### src/rtl/fft4_packer_if.sv
`default_nettype none
// ---------------------------------------------------------------------------
// fft4_packer_if : serial sample stream in, 4-lane frame handshake out
// Revision 1.0
// ---------------------------------------------------------------------------
interface fft4_packer_if #(
  parameter int NB_DATA = 8
);
  logic [2*NB_DATA-1:0] i_data;
  logic                 i_valid;
  logic                 i_sof;
  logic                 o_ready;
  logic [2*NB_DATA-1:0] o_x0;
  logic [2*NB_DATA-1:0] o_x1;
  logic [2*NB_DATA-1:0] o_x2;
  logic [2*NB_DATA-1:0] o_x3;
  logic                 o_valid;
  logic                 i_ready;
  logic                 o_err;

  modport slave (
    input  i_data, i_valid, i_sof, i_ready,
    output o_ready, o_x0, o_x1, o_x2, o_x3, o_valid, o_err
  );

  modport master (
    output i_data, i_valid, i_sof, i_ready,
    input  o_ready, o_x0, o_x1, o_x2, o_x3, o_valid, o_err
  );
endinterface
`default_nettype wire

### src/rtl/fft4_packer.sv
`default_nettype none
// ---------------------------------------------------------------------------
// fft4_packer : ping-pong serial-to-parallel packer, 4 samples per frame
// Revision 1.0
// ---------------------------------------------------------------------------
module fft4_packer #(
  parameter int NB_DATA = 8
) (
  input  logic          i_clk,
  input  logic          i_rst,
  fft4_packer_if.slave  bus
);
  localparam int         NB_SAMPLE = 2 * NB_DATA;
  localparam logic [1:0] LAST_LANE = 2'd3;

  // Lane storage indexed {buffer, lane}
  logic [NB_SAMPLE-1:0] r_lane [0:7];
  logic [1:0]           r_full;
  logic                 r_wr_sel;
  logic                 r_rd_sel;
  logic [1:0]           r_wr_idx;
  logic                 r_err;

  logic                 w_ready;
  logic                 w_accept;
  logic [1:0]           w_lane;
  logic                 w_done;
  logic                 w_rd_fire;
  logic [1:0]           w_full_nxt;

  assign w_ready   = ~r_full[r_wr_sel] & ~i_rst;
  assign w_accept  = bus.i_valid & w_ready;
  assign w_lane    = bus.i_sof ? 2'd0 : r_wr_idx;
  assign w_done    = w_accept & (w_lane == LAST_LANE);
  assign w_rd_fire = r_full[r_rd_sel] & bus.i_ready;

  // A buffer being completed is never the one being read, so the bits differ
  always_comb begin
    w_full_nxt = r_full;
    if (w_rd_fire) w_full_nxt[r_rd_sel] = 1'b0;
    if (w_done)    w_full_nxt[r_wr_sel] = 1'b1;
  end

  always_ff @(posedge i_clk or posedge i_rst) begin
    if (i_rst) begin
      for (int k = 0; k < 8; k++) r_lane[k] <= '0;
      r_full   <= 2'b00;
      r_wr_sel <= 1'b0;
      r_rd_sel <= 1'b0;
      r_wr_idx <= 2'd0;
      r_err    <= 1'b0;
    end else begin
      r_full <= w_full_nxt;
      r_err  <= w_accept & bus.i_sof & (r_wr_idx != 2'd0);
      if (w_accept) begin
        r_lane[{r_wr_sel, w_lane}] <= bus.i_data;
        r_wr_idx <= w_lane + 2'd1;
      end
      if (w_done)    r_wr_sel <= ~r_wr_sel;
      if (w_rd_fire) r_rd_sel <= ~r_rd_sel;
    end
  end

  assign bus.o_ready = w_ready;
  assign bus.o_valid = r_full[r_rd_sel];
  assign bus.o_err   = r_err;
  assign bus.o_x0    = r_lane[{r_rd_sel, 2'd0}];
  assign bus.o_x1    = r_lane[{r_rd_sel, 2'd1}];
  assign bus.o_x2    = r_lane[{r_rd_sel, 2'd2}];
  assign bus.o_x3    = r_lane[{r_rd_sel, 2'd3}];
endmodule
`default_nettype wire

### src/flat_wrapper.sv
// flat-port wrapper written by rule: the top's interface ports become plain ports
module fft4_packer_flat 
#(
  parameter int NB_DATA = 8
)
  (i_clk, i_rst, bus_i_data, bus_i_valid, bus_i_sof, bus_i_ready, bus_o_ready, bus_o_x0, bus_o_x1, bus_o_x2, bus_o_x3, bus_o_valid, bus_o_err);
  fft4_packer_if #(.NB_DATA(NB_DATA)) bus_i ();
  input  logic i_clk;
  input  logic i_rst;
  input wire logic [$bits(bus_i.i_data)-1:0] bus_i_data;
  input wire logic [$bits(bus_i.i_valid)-1:0] bus_i_valid;
  input wire logic [$bits(bus_i.i_sof)-1:0] bus_i_sof;
  input wire logic [$bits(bus_i.i_ready)-1:0] bus_i_ready;
  output wire logic [$bits(bus_i.o_ready)-1:0] bus_o_ready;
  output wire logic [$bits(bus_i.o_x0)-1:0] bus_o_x0;
  output wire logic [$bits(bus_i.o_x1)-1:0] bus_o_x1;
  output wire logic [$bits(bus_i.o_x2)-1:0] bus_o_x2;
  output wire logic [$bits(bus_i.o_x3)-1:0] bus_o_x3;
  output wire logic [$bits(bus_i.o_valid)-1:0] bus_o_valid;
  output wire logic [$bits(bus_i.o_err)-1:0] bus_o_err;
  assign bus_i.i_data = bus_i_data;
  assign bus_i.i_valid = bus_i_valid;
  assign bus_i.i_sof = bus_i_sof;
  assign bus_i.i_ready = bus_i_ready;
  assign bus_o_ready = bus_i.o_ready;
  assign bus_o_x0 = bus_i.o_x0;
  assign bus_o_x1 = bus_i.o_x1;
  assign bus_o_x2 = bus_i.o_x2;
  assign bus_o_x3 = bus_i.o_x3;
  assign bus_o_valid = bus_i.o_valid;
  assign bus_o_err = bus_i.o_err;
  fft4_packer #(.NB_DATA(NB_DATA)) u_core (.i_clk(i_clk), .i_rst(i_rst), .bus(bus_i));
endmodule
### config.mk
export PLATFORM = sky130hd
export DESIGN_NAME = fft4_packer_flat
export DESIGN_NICKNAME = d
export VERILOG_FILES = /design/src/rtl/fft4_packer_if.sv /design/src/rtl/fft4_packer.sv /design/src/flat_wrapper.sv
export SDC_FILE = /design/constraint.sdc
export NUM_CORES = 1
export LEC_CHECK = 0
export CORE_MARGIN = 2
export CORE_UTILIZATION = 54
export CTS_BUF_LIST = sky130_fd_sc_hd__clkbuf_16
export DETAILED_ROUTE_END_ITERATION = 7
export GPL_TIMING_DRIVEN = 0
export PLACE_DENSITY = 0.88
export SETUP_SLACK_MARGIN = 0.2
export SLEW_MARGIN = 20
export SYNTH_ARGS = -nofsm -noshare
export SYNTH_HDL_FRONTEND = slang
export SYNTH_SLANG_ARGS = --single-unit
### constraint.sdc
create_clock -name i_clk -period 6 [get_ports i_clk]
set_clock_uncertainty 0.05 [all_clocks]
set_input_delay 0.9 -clock i_clk [delete_from_list [all_inputs] [get_ports i_clk]]
set_output_delay 0.9 -clock i_clk [all_outputs]
set_load 0.02 [all_outputs]
==> flow_metrics.py, run 1 <==
metrics = {
    "outcome": {
        "status": "complete, no violations",
    },
    "clock_tree": {
        "clock_latency_ns": 0.42,
        "cts_buffers": 17,
        "hold_buffers": 0,
        "htreeDepth": 4,
        "post_cts_buffers": 0,
        "clk_pin_slew_ns": 0.06,
        "clock-root-buffer": "clkbuf_16",
        "cts_resized": 0,
        "cts_tree": "yes",
        "cts.sinks": 135,
        "clk_path_buf_depth": 2,
    },
    "drt": {
        "drt_iter0_markers": 166,
        "drt-total-wl_um": 13600,
        "dr.pass1.iters": 4,
        "postRouteAntennaNets": 0,
        "wl_per_cell_um": 21.0,
        "via_per_inst": 5.60,
        "vias": 3630,
        "remaining_drc_errors": 0,
    },
    "setup_path": {
        "crit_chain": "clkdlybuf4s50_1, inv_6, buf_16, nand2_1, inv_1, clkdlybuf4s50_1",
        "cp-start-kind": "input pin",
        "crit_top_cell": "clkdlybuf4s50_1",
        "worst_ep_required_time_ns": 5.05,
        "cp.arrival_ns": 3.16,
        "crit_path_end_kind": "primary output",
        "crit_slowest_cell": "clkdlybuf4s50_1",
        "crit_fanout": 75,
        "crit_family": "buffers and inverters",
        "worst-setup-path-type": "input pin to primary output",
        "critPathBufInv": 5,
        "max_stage_delay_ns": 0.60,
    },
    "synth": {
        "synth_fp_nets": 410,
        "synth_top_area_frac": 0.562,
        "synth_edf_count": 0,
        "synth.avg_cell_area_sq_um": 15.5,
        "ys_seq_area_frac": 0.562,
        "synth_ff_type": "dfrtp_1",
        "synth_area_leaders": "dfrtp_1 (56%), mux2_2 (32%), mux2_4 (5.0%)",
        "ys_seq_elements": 135,
        "yosys_warnings": 0,
        "syn_area_sq_um": 6010,
        "syn_inst": 388,
        "post_synth_num_cell_types": 28,
        "async_reset_ff_frac": 1.00,
        "synth_top_area_cell": "dfrtp_1",
    },
    "layout": {
        "fin_nets": 517,
        "syn2layout_area_growth_pct": 29.3,
        "fin_util": 0.717,
        "drive_gt1_frac": 0.480,
        "layout.cells.non_filler": 648,
        "antenna_cells_inserted": 0,
    },
    "timing": {
        "period_minus_slack_ns": 4.11,
        "setup_viol": 0,
        "timing.slew.headroom": 0.513,
        "fmax_ghz": 0.244,
        "drv_slew": 0,
        "finalSetupTns_ns": 0,
        "worst_slew_pin_slew_ns": 0.731,
        "rsz0062_at_grt": "no",
        "fin_crit_sh": 0.684,
        "timing.final.ws_setup_ns": 1.89,
        "hold_viol": 0,
    },
    "floorplanning": {
        "core_sq_um": 10800,
        "initial_core_util": 0.554,
        "rows": 38,
        "die_area_sq_um": 12000,
        "io_pins": 88,
        "die_y_um": 109,
        "floorplan.die.width_um": 109,
    },
    "power": {
        "powerDensity_nw_per_um2": 555,
        "leakagePower_nw": 3.59,
        "ir_drop_mv": 0.294,
    },
    "placed_design": {
        "port_buffers": 87,
        "gp_congestion": 0.794,
        "dp.cells": 616,
        "hpwlAfterDp_um": 8750,
        "dp_slack_ns": 1.82,
    },
    "flow_run": {
        "drv_cap": 0,
    },
    "grt": {
        "grt_overflow": 0,
        "grt_pass1_vias": 3873,
        "track_usage": 0.245,
        "grt_max_degree": 76,
        "grt_pass1_wl_um": 21400,
        "antenna_found_initial": 0,
    },
    "worst_hold_path": {
        "hold_path.class": "flip-flop to flip-flop",
    },
}
sequential cells by signal, summed over array words and instances, names as in the netlist:
signal            flops
u_core.r_wr_sel       1
u_core.bus.o_err      1
u_core.r_wr_idx       2
u_core.r_rd_sel       1
u_core.r_full         2
u_core.r_lane       128
power breakdown:
group	internal [mW]	switching, mW	total (mW)
combinational	0.936	0.756	1.69
sequential	1.23	0.182	1.41
clock	0.816	0.392	1.21
final timing paths:
kind | startpoint | end | slack (ns) | depth (start not counted)
max | i_rst | bus_o_ready | 1.89 | 6
min | u_core.r_lane[40]$_DFFE_PP0P_ | u_core.r_lane[40]$_DFFE_PP0P_ | 0.45 | 1
max reg2reg | u_core.r_wr_sel$_DFFE_PP0P_ | u_core.r_lane[4]$_DFFE_PP0P_ | 3.62 | 5
min reg2reg | u_core.r_lane[40]$_DFFE_PP0P_ | u_core.r_lane[40]$_DFFE_PP0P_ | 0.45 | 1
max in group asynchronous | i_rst | u_core.r_lane[104]$_DFFE_PP0P_ | 4.25 | 3
min in group asynchronous | i_rst | u_core.r_lane[45]$_DFFE_PP0P_ | 0.91 | 2
worst reg2reg max path, cell delays in order (launching register included):
cell	delay, ns
dfrtp_1	0.41
mux2i_4	0.31
nand2_1	0.18
nor3_2	0.63
buf_4	0.32
mux2_2	0.36
layout by cell type (no fill, tap or decap), types with 2 or more instances in the layout:
cell | netlist | layout
mux2_2 | 173 | 173
dfrtp_1 | 135 | 135
clkdlybuf4s50_1 | 0 | 87
mux2_4 | 20 | 20
clkbuf_16 | 0 | 17
nand2_1 | 11 | 11
clkbuf_1 | 7 | 7
bufinv_16 | 0 | 7
buf_2 | 6 | 6
inv_1 | 5 | 5
o21ai_0 | 4 | 4
buf_6 | 3 | 3
clkinv_2 | 0 | 3
or3_1 | 2 | 2
nor4_4 | 2 | 2
buf_4 | 2 | 2
nor2_2 | 2 | 2
nor2_1 | 2 | 2
clkinv_4 | 0 | 2
cell usage after synthesis (all sizes together), types with 2 or more instances:
cell type and number:
buf 12, clkbuf 7, dfrtp 135, inv 5, mux2 193, nand2 11, nand2b 2, nand3 2
nor2 4, nor4 2, o21ai 4, or3 2
metal layers:
layer | track usage | part of all wire
met5 | 0 | 0
met1 | 0.318 | 0.41
met4 | 0.108 | 0.022
met3 | 0.0605 | 0.064
met2 | 0.392 | 0.51
logic make-up after synthesis:
group	synth area share
mux	0.378
compound gates	0.00687
flops	0.562
xor+xnor	0.00146
buf+inv	0.0212
simple gates	0.0281
fa+ha+maj	0.00208
layout make-up:
class,count,area [sq um]
Clock inverter,15,258
Fill cell,684,3070
Buffer,19,109
Multi-Input combinational cell,229,2500
Sequential cell,135,3380
Inverter,5,23.8
Clock buffer,17,425
Tap cell,140,175
Timing Repair Buffer,88,898
stage by stage:
stage	hold slack, ns	cell area, sq um	power [mW]
after floorplan	0.424	6010	2.41
after global placement	0.431	7050	3.03
after detailed placement	0.440	7090	3.09
after CTS	0.451	7770	4.33
after global routing	0.458	7770	4.49
final	0.450	7770	4.31
Power figures use the tool's default switching activity.
==> run 2, diff against run 1 <==
==> constraint.sdc (replaced) <==
create_clock -name i_clk -period 4.1 [get_ports i_clk]
set_clock_uncertainty 0.05 [all_clocks]
set_input_delay 0.615 -clock i_clk [delete_from_list [all_inputs] [get_ports i_clk]]
set_output_delay 0.615 -clock i_clk [all_outputs]
set_load 0.02 [all_outputs]
==> run 2 against run 1 <==
Sequential power up 45%. Non-clock buffer count up 3. Sequential share of layout area up 0.47 points. Combinational power up 46%. Cell area down 1.1%. Global-route usage down 0.81 points. Flip-flop and latch count unchanged. Total power up 38%. Via count down 0.69%. Worst hold slack about the same. Highest routed layer unchanged.
==> flow_metrics.py, run 2 (synthesis gave the netlist of run 1 again) <==
metrics = {
    "clock_tree": {
        "clk_path_buf_depth": 2,
        "post_cts_buffers": 0,
        "cts_buffers": 17,
        "clock_latency_ns": 0.41,
        "cts_resized": 0,
        "cts_tree": "yes",
        "clk_pin_slew_ns": 0.05,
        "hold_buffers": 0,
        "clock-root-buffer": "clkbuf_16",
        "htreeDepth": 4,
        "cts.sinks": 135,
    },
    "setup_path": {
        "crit_top_cell": "clkbuf_1",
        "crit_slowest_cell": "clkdlybuf4s50_1",
        "crit_path_end_kind": "primary output",
        "crit_fanout": 10,
        "crit_family": "buffers and inverters",
        "cp.arrival_ns": 2.99,
        "worst_ep_required_time_ns": 3.43,
        "max_stage_delay_ns": 0.55,
        "worst-setup-path-type": "flip-flop to primary output",
        "cp-start-kind": "flip-flop",
        "critPathBufInv": 4,
        "crit_chain": "clkbuf_1, clkbuf_1, buf_1, mux2_2, clkdlybuf4s50_1",
    },
    "layout": {
        "layout_commonest_cell": "mux2_2",
        "fillers": 693,
        "layout_common_cells": "mux2_2 (173), dfrtp_1 (135), clkdlybuf4s50_1 (87)",
        "largest_reg_flops": 128,
        "antenna_cells_inserted": 0,
        "final_cell_area_sq_um": 7690,
        "top_register": "u_core.r_lane",
        "syn2layout_area_growth_pct": 27.9,
        "fin_util": 0.709,
        "fin_nets": 520,
        "drive_gt1_frac": 0.477,
        "largestRegisters": "u_core.r_lane x128, u_core.r_full x2, u_core.r_wr_idx x2",
        "layout.cells.non_filler": 651,
    },
    "drt": {
        "via_per_inst": 5.54,
        "vias": 3605,
        "drt-total-wl_um": 13000,
        "dr.pass1.iters": 4,
        "postRouteAntennaNets": 0,
        "wl_per_cell_um": 19.9,
        "drt_iter0_markers": 210,
        "remaining_drc_errors": 0,
    },
    "timing": {
        "fmax_ghz": 0.273,
        "rsz0062_at_grt": "no",
        "timing.slew.headroom": 0.512,
        "fin_crit_sh": 0.893,
        "setup_viol": 0,
        "period_minus_slack_ns": 3.66,
        "worst_slew_pin_slew_ns": 0.732,
        "drv_slew": 0,
        "hold_viol": 0,
        "finalSetupTns_ns": 0,
    },
    "grt": {
        "grt_overflow": 0,
        "track_usage": 0.237,
        "grt_pass1_vias": 3936,
        "grt_pass1_wl_um": 20900,
        "grt_max_degree": 33,
        "antenna_found_initial": 0,
    },
    "placed_design": {
        "hpwlAfterDp_um": 8860,
        "gp_congestion": 0.849,
        "port_buffers": 87,
        "dpl-instance-area_sq_um": 7140,
        "dp.cells": 619,
    },
    "power": {
        "leakagePower_nw": 3.56,
        "ir_drop_mv": 0.333,
        "powerDensity_nw_per_um2": 774,
    },
    "floorplanning": {
        "floorplan.die.width_um": 109,
        "die_y_um": 109,
        "die_area_sq_um": 12000,
        "io_pins": 88,
        "initial_core_util": 0.554,
        "core_sq_um": 10800,
        "rows": 38,
    },
    "worst_hold_path": {
        "hold_path.class": "flip-flop to flip-flop",
    },
    "flow_run": {
        "drv_cap": 0,
    },
    "outcome": {
        "status": "complete, no violations",
    },
}
[run 2: worst paths after layout]
kind,from,to,slack (ns),cells past startpoint
max reg2reg,u_core.r_wr_sel$_DFFE_PP0P_,u_core.r_lane[3]$_DFFE_PP0P_,1.77,5
min reg2reg,u_core.r_lane[23]$_DFFE_PP0P_,u_core.r_lane[23]$_DFFE_PP0P_,0.45,1
min,u_core.r_lane[23]$_DFFE_PP0P_,u_core.r_lane[23]$_DFFE_PP0P_,0.45,1
min in group asynchronous,i_rst,u_core.r_lane[44]$_DFFE_PP0P_,0.59,2
max in group asynchronous,i_rst,u_core.r_lane[89]$_DFFE_PP0P_,2.68,4
max,u_core.r_rd_sel$_DFFE_PP0N_,bus_o_x0[12],0.44,5
[run 2: worst register-to-register path, cell delays in order (launching register included)]
cell and delay, ns:
dfrtp_1 0.39, mux2i_4 0.29, nand2_1 0.17, nor3_2 0.63
buf_4 0.32, mux2_2 0.36
[run 2: metrics by stage]
stage	power (mW)	setup WS, ns	hold WS (ns)
detailed placement	4.53	0.786	0.437
CTS	5.98	0.470	0.450
floorplan	3.53	0.177	0.424
global placement	4.43	-1.54	0.432
finish	5.95	0.440	0.450
global route	6.23	0.335	0.461
[run 2: layout make-up]
class | count | area [sq um] | area share
multi-input combinational | 229 | 2500 | 0.326
inverter | 5 | 22.5 | 0.00293
buffer | 19 | 109 | 0.0142
clock inverter | 15 | 124 | 0.0161
sequential | 135 | 3380 | 0.439
timing repair buffer | 91 | 951 | 0.124
clock buffer | 17 | 425 | 0.0553
tap | 140 | 175 | 0.0228
[run 2: where the power goes]
group / internal [mW] / total (mW) / switching, mW
logic: 1.37 / 2.47 / 1.10
clock network: 0.874 / 1.42 / 0.548
registers: 1.80 / 2.05 / 0.249
[run 2: metal layers]
layer | vias to the layer above | track usage | routed length (um)
met2 | 93 | 0.382 | 6320
met3 | 27 | 0.0581 | 552
met4 | 0 | 0.0967 | 358
met1 | 1874 | 0.310 | 5750
met5 | - | 0 | 0
li1 | 1611 | - | -
